### src/rtl/accel_pkg.sv
// accel_pkg: shared sequencer state encoding and default widths for the accelerator datapath.
package accel_pkg;
  typedef enum logic [2:0] {IDLE, LOAD_W, STREAM, FLUSH, DRAIN, DONE} state_t;
  localparam int DEF_ARR_SIZE = 4;
  localparam int DEF_ADDR_W = 16;
  localparam int DEF_OP_ADDR_W = 4;
  localparam int DEF_K_W = 8;
  localparam int FLUSH_CYCLES = 2 * DEF_ARR_SIZE;
  function automatic int flush_len(input int n);
    return 2 * n;
  endfunction
endpackage

### src/rtl/seq_phase_counter.sv
// seq_phase_counter: loadable down-counter flagging the final cycle of a sequencer phase.
module seq_phase_counter #(
  parameter int W = 8
) (
  input  logic         clk,
  input  logic         rst,
  input  logic         load,
  input  logic [W-1:0] load_val,
  output logic         last
);
  logic [W-1:0] cnt;
  always_ff @(posedge clk) begin
    if (rst) cnt <= '0;
    else if (load) cnt <= load_val;
    else if (cnt != '0) cnt <= cnt - W'(1);
  end
  assign last = cnt == '0;
endmodule

### src/rtl/systolic_tile_sequencer.sv
// systolic_tile_sequencer: walks one tile through weight load, input stream, wavefront flush and accumulator drain.
module systolic_tile_sequencer
  import accel_pkg::*;
#(
  parameter int ARR_SIZE = DEF_ARR_SIZE,
  parameter int ADDR_W = DEF_ADDR_W,
  parameter int OP_ADDR_W = DEF_OP_ADDR_W,
  parameter int K_W = DEF_K_W
) (
  input  logic                        clk,
  input  logic                        rst,
  input  logic                        start,
  input  logic                        abort,
  input  logic [K_W-1:0]              k_len,
  input  logic [ADDR_W-1:0]           inp_base,
  input  logic [ADDR_W-1:0]           wt_base,
  input  logic [OP_ADDR_W-1:0]        op_base,
  output logic                        busy,
  output logic                        done,
  output logic                        err,
  output logic                        wt_rd_en,
  output logic [ADDR_W-1:0]           wt_addr,
  output logic                        wt_load,
  output logic [$clog2(ARR_SIZE)-1:0] wt_row,
  output logic                        inp_rd_en,
  output logic [ADDR_W-1:0]           inp_addr,
  output logic                        mac_en,
  output logic                        inp_valid,
  output logic                        acc_clr,
  output logic                        acc_store_en,
  output logic [OP_ADDR_W-1:0]        acc_op_addr
);
  localparam int RW = $clog2(ARR_SIZE);
  localparam int FLUSH_N = flush_len(ARR_SIZE);
  localparam int FW = $clog2(FLUSH_N);
  localparam int CW = K_W > FW ? K_W : FW;
  state_t state, nxt;
  logic [K_W-1:0] k_len_q;
  logic [ADDR_W-1:0] inp_base_q;
  logic [OP_ADDR_W-1:0] op_base_q;
  logic [RW-1:0] rd_row;
  logic [CW-1:0] phase_len;
  logic accept, squash, phase_last, phase_load;
  assign accept = state == IDLE && start && !abort && k_len != '0;
  assign squash = abort && state != IDLE;
  always_comb begin
    nxt = state;
    if (squash) nxt = IDLE;
    else begin
      unique case (state)
        IDLE:    nxt = accept ? LOAD_W : IDLE;
        LOAD_W:  nxt = phase_last ? STREAM : LOAD_W;
        STREAM:  nxt = phase_last ? FLUSH : STREAM;
        FLUSH:   nxt = phase_last ? DRAIN : FLUSH;
        DRAIN:   nxt = phase_last ? DONE : DRAIN;
        default: nxt = IDLE;
      endcase
    end
    phase_load = nxt != state;
    phase_len = nxt == STREAM ? CW'(k_len_q) - CW'(1) :
                nxt == FLUSH  ? CW'(FLUSH_N - 1) : CW'(ARR_SIZE - 1);
  end
  seq_phase_counter #(.W(CW)) u_phase (
    .clk(clk), .rst(rst), .load(phase_load), .load_val(phase_len), .last(phase_last)
  );
  // Every output is computed from the next state so it is registered yet aligned with its phase.
  always_ff @(posedge clk) begin
    if (rst) begin
      state <= IDLE;
      k_len_q <= '0;
      inp_base_q <= '0;
      op_base_q <= '0;
      rd_row <= '0;
      busy <= 1'b0;
      done <= 1'b0;
      err <= 1'b0;
      acc_clr <= 1'b0;
      wt_rd_en <= 1'b0;
      wt_addr <= '0;
      wt_load <= 1'b0;
      wt_row <= '0;
      inp_rd_en <= 1'b0;
      inp_addr <= '0;
      inp_valid <= 1'b0;
      mac_en <= 1'b0;
      acc_store_en <= 1'b0;
      acc_op_addr <= '0;
    end else begin
      state <= nxt;
      if (accept) begin
        k_len_q <= k_len;
        inp_base_q <= inp_base;
        op_base_q <= op_base;
      end
      busy <= nxt != IDLE;
      done <= nxt == DONE;
      err <= state == IDLE && start && !abort && k_len == '0;
      acc_clr <= accept;
      wt_rd_en <= nxt == LOAD_W;
      wt_addr <= nxt != LOAD_W ? '0 : state == LOAD_W ? wt_addr + ADDR_W'(1) : wt_base;
      rd_row <= (nxt == LOAD_W && state == LOAD_W) ? rd_row + RW'(1) : '0;
      wt_load <= wt_rd_en && !squash;
      wt_row <= (wt_rd_en && !squash) ? rd_row : '0;
      inp_rd_en <= nxt == STREAM;
      inp_addr <= nxt != STREAM ? '0 : state == STREAM ? inp_addr + ADDR_W'(1) : inp_base_q;
      inp_valid <= inp_rd_en && !squash;
      mac_en <= (nxt == STREAM && state == STREAM) || nxt == FLUSH;
      acc_store_en <= nxt == DRAIN;
      acc_op_addr <= nxt != DRAIN ? '0 : state == DRAIN ? acc_op_addr + OP_ADDR_W'(1) : op_base_q;
    end
  end
endmodule
### config.mk
export PLATFORM = sky130hd
export DESIGN_NAME = systolic_tile_sequencer
export DESIGN_NICKNAME = d
export VERILOG_FILES = /design/src/rtl/accel_pkg.sv /design/src/rtl/seq_phase_counter.sv /design/src/rtl/systolic_tile_sequencer.sv
export SDC_FILE = /design/constraint.sdc
export NUM_CORES = 1
export LEC_CHECK = 0
export BUFFER_PORTS_ARGS = -buffer_cell sky130_fd_sc_hd__buf_2
export CORE_MARGIN = 1
export CORE_UTILIZATION = 53
export DETAILED_ROUTE_END_ITERATION = 6
export PLACE_DENSITY = 0.79
export SLEW_MARGIN = 20
export SYNTH_ARGS = -nofsm -noshare
export SYNTH_HDL_FRONTEND = slang
export SYNTH_HIERARCHICAL = 1
export SYNTH_SLANG_ARGS = --single-unit
### constraint.sdc
create_clock -name clk -period 3.35 [get_ports clk]
set_clock_uncertainty 0.15 [all_clocks]
set_input_delay 0.67 -clock clk [delete_from_list [all_inputs] [get_ports clk]]
set_output_delay 0.67 -clock clk [all_outputs]
set_load 0.02 [all_outputs]
==> results.ini <==
[timing]
tightest_slew_ps=1030
min_period_ps=2950
rsz0062_at_grt=false
relSlewSlack_pct=31.5
slew_violations=0
finalHoldViolations=0
final.setup.tns_ps=0
period_share_pct=87.9
setup_viol=0
fmax_ghz=0.339

[critical_path]
crit_path_top_delay_cell=or3_1
rrSetupSlack_ps=400
critical_path_class=flip-flop to flip-flop
r2r_start=u_phase/cnt[3]$_SDFFE_PP0P_
crit_fanout=19
critical_path_required_ps=3470
cp_cell_sequence=nor4_4 -> and4bb_1 -> nand2b_1 -> o21ai_1 -> o21ai_2 -> or3_1 -> a211oi_1
r2r_end=wt_addr[5]$_SDFF_PP0_
reg2reg_depth=7
max_stage_delay_ps=700
end_kind=flip-flop
start_kind=flip-flop
arrival_ps=3060

[placed_design]
post-dp-hpwl_um=6200
gp_congestion=0.844
io_buffer_count=95

[global_route]
grt-busiest-layer=met2
grt_max_degree=32
grt_pass1_vias=3144
grt_use_total_pct=23.4
grt_use_met2_pct=37.6
grt_overflow_total=0
antenna_found_initial=0
grt_pass1_wl_um=14400
use_met1_pct=31.4
grtUsageMet3_pct=5.26

[routing]
avgRoutedWirePerCell_um=13.1
vias_per_cell=5.30
drc_errors=0
first_pass_iters=4
antenna_left=0
num_vias=3559
totalWireLength_um=8760
drt_iter0_drc=87

[clock_network]
cts-hold-fix-buffers=0
cts_max_level=3
cts_buffer_depth=2
clkLatencyLatePin_ps=360
cts_resized=0
path_clk_slew_ps=80
cts_sinks=89
postCtsSetupBuffers=0
cts-root-buf=clkbuf_8
cts_tree=done
cts_buffers=9

[floorplanning]
rows=31
core_mm2=0.00733
die_area_mm2=0.00798
start_util_pct=55.1
die_h_um=89.3
die_x_um=89.3
ios=96

[layout]
nFillCells=638
antenna_cells=0
drive_gt1_share_pct=22.9
layout_common_cells=95 x buf_2, 89 x dfxtp_1, 86 x nand2_1
syn2layout_area_growth_pct=17.8
nets=620
multiInputGateArea_mm2=0.00209
layout_commonest_cell=buf_2
final-seq-area_mm2=0.00178
utilization_pct=64.9

[yosys]
ys_warn_count=6
yosys.area_share.adder_pct=2.04
synthMuxAreaShare_pct=0.248
yosysUniqueCellTypes=47
seq_area_frac_synth_pct=44.1
synth-edff-count=0
synth_xor_area_share_pct=8.89
synth_top_family_by_area=simple AND/OR/NAND/NOR gates
avgSynthCellArea_um2=8.37
synth_compound_area_share_pct=15.2
syn-num-nets=536
synth_seq_cells=89
syn_area_mm2=0.00404
synth-simple-area-share_pct=25.4
netlist_top_cells_area=dfxtp_1 44%, nand2_1 8.0%, nor2_1 5.6%
synth_cells=483
ys_async_sr_fraction_pct=0
synth_top_cell_area_share_pct=44.1
synth_flop_cell=dfxtp_1
synth_top_area_cell=dfxtp_1

[worst_hold_path]
hold_path.class=flip-flop to flip-flop
holdPathStages=2
hp-start=op_base_q[0]$_SDFFE_PP0N_
min_to=op_base_q[0]$_SDFFE_PP0N_

[power]
power_leakage_nw=1.88
p_sw_share_pct=32.6
switching_power_uw=880
p_total_mw=2.70
p_comb_share_pct=25.5
peakVddDrop_mv=0.296
power.density_mw_per_mm2=568
clock_power_share_pct=27.7
intPower_mw=1.82
power_frac_seq_pct=46.8

[flow_run]
maxCapViolations=0

[run_status]
status=finished clean

synth_stat cells, types with 2 or more instances:
master / n
nand4_1: 6
nand2_1: 86
buf_2: 2
nor2b_1: 5
ha_1: 5
maj3_1: 2
nor3_1: 14
inv_1: 12
and3_1: 2
clkbuf_1: 22
nor2_1: 60
a211oi_2: 6
a21oi_1: 36
dfxtp_1: 89
o32ai_1: 4
xor2_1: 16
a211oi_1: 28
or3_1: 3
buf_6: 2
inv_2: 2
nor4_1: 4
nand3_1: 15
a21boi_0: 3
nand2b_1: 4
and4_1: 3
and2_1: 5
nor3b_1: 3
xnor2_1: 25
how the worst max path moves through the flow:
stage	to	from	slack [ps]	depth (start not counted)
final	wt_addr[5]$_SDFF_PP0_	u_phase/cnt[3]$_SDFFE_PP0P_	400	7
after global routing	wt_addr[5]$_SDFF_PP0_	u_phase/cnt[3]$_SDFFE_PP0P_	170	7
after CTS	wt_addr[9]$_SDFF_PP0_	u_phase/cnt[3]$_SDFFE_PP0P_	410	7
after detailed placement	rd_row[1]$_SDFF_PP0_	k_len[7]	370	6
after global placement	rd_row[1]$_SDFF_PP0_	k_len[7]	450	6
after floorplan	u_phase/cnt[0]$_SDFFE_PP0P_	k_len[7]	710	7
state kept, by name, summed over array words and instances, names as in the netlist, 3 cells and up:
name / count
inp_addr: 16
k_len_q: 8
state: 3
op_base_q: 4
acc_op_addr: 4
inp_base_q: 16
wt_addr: 16
u_phase/cnt: 8
metrics by stage:
step	worst slack [ps]	hold slack, ps	std cells	cell area (um^2)
global route	172	322	671	4760
detailed placement	366	288	655	4560
global placement	450	293	655	4560
floorplan	714	287	483	4040
finish	404	308	671	4760
CTS	406	311	671	4760
area by class of cell:
| type | count | area share, % |
|---|---|---|
| clock buffer | 10 | 2.89 |
| clock inverter | 6 | 1.39 |
| inverter | 14 | 1.10 |
| multi-input combinational | 354 | 44.0 |
| sequential | 89 | 37.4 |
| tap | 99 | 2.60 |
| timing repair buffer | 99 | 10.6 |
metal layers:
layer  share of wire, %  wire (um)
met5                  0          0
met4                1.1        100
met3                5.1        449
met2                 46       4010
met1                 48       4190
cell families (layout without fill, tap and decap cells):
logic type                 after synthesis  after routing
AOI/OAI and AO/OA                       86             86
xor gates and xnor gates                41             41
adders and majority gates                7              7
buffers and inverters                   40            129
DFF                                     89             89
muxes                                    1              1
and+or+nand+nor                        219            219
power groups by stage:
stage | sequential [mW] | combinational, mW | clock, mW
6_report | 1.26 | 0.689 | 0.748
5_1_grt | 1.28 | 0.768 | 0.815
4_1_cts | 1.26 | 0.689 | 0.766
3_5_place_dp | 1.29 | 0.687 | 0
3_3_place_gp | 1.28 | 0.668 | 0
2_1_floorplan | 1.30 | 0.534 | 0
critical path, delay by kind of cell (launching register included):
kind | cells | cell delay [ps]
simple gates | 4 | 1720
compound gates | 3 | 620
flops | 1 | 370
(Power assumes the default switching activity.)
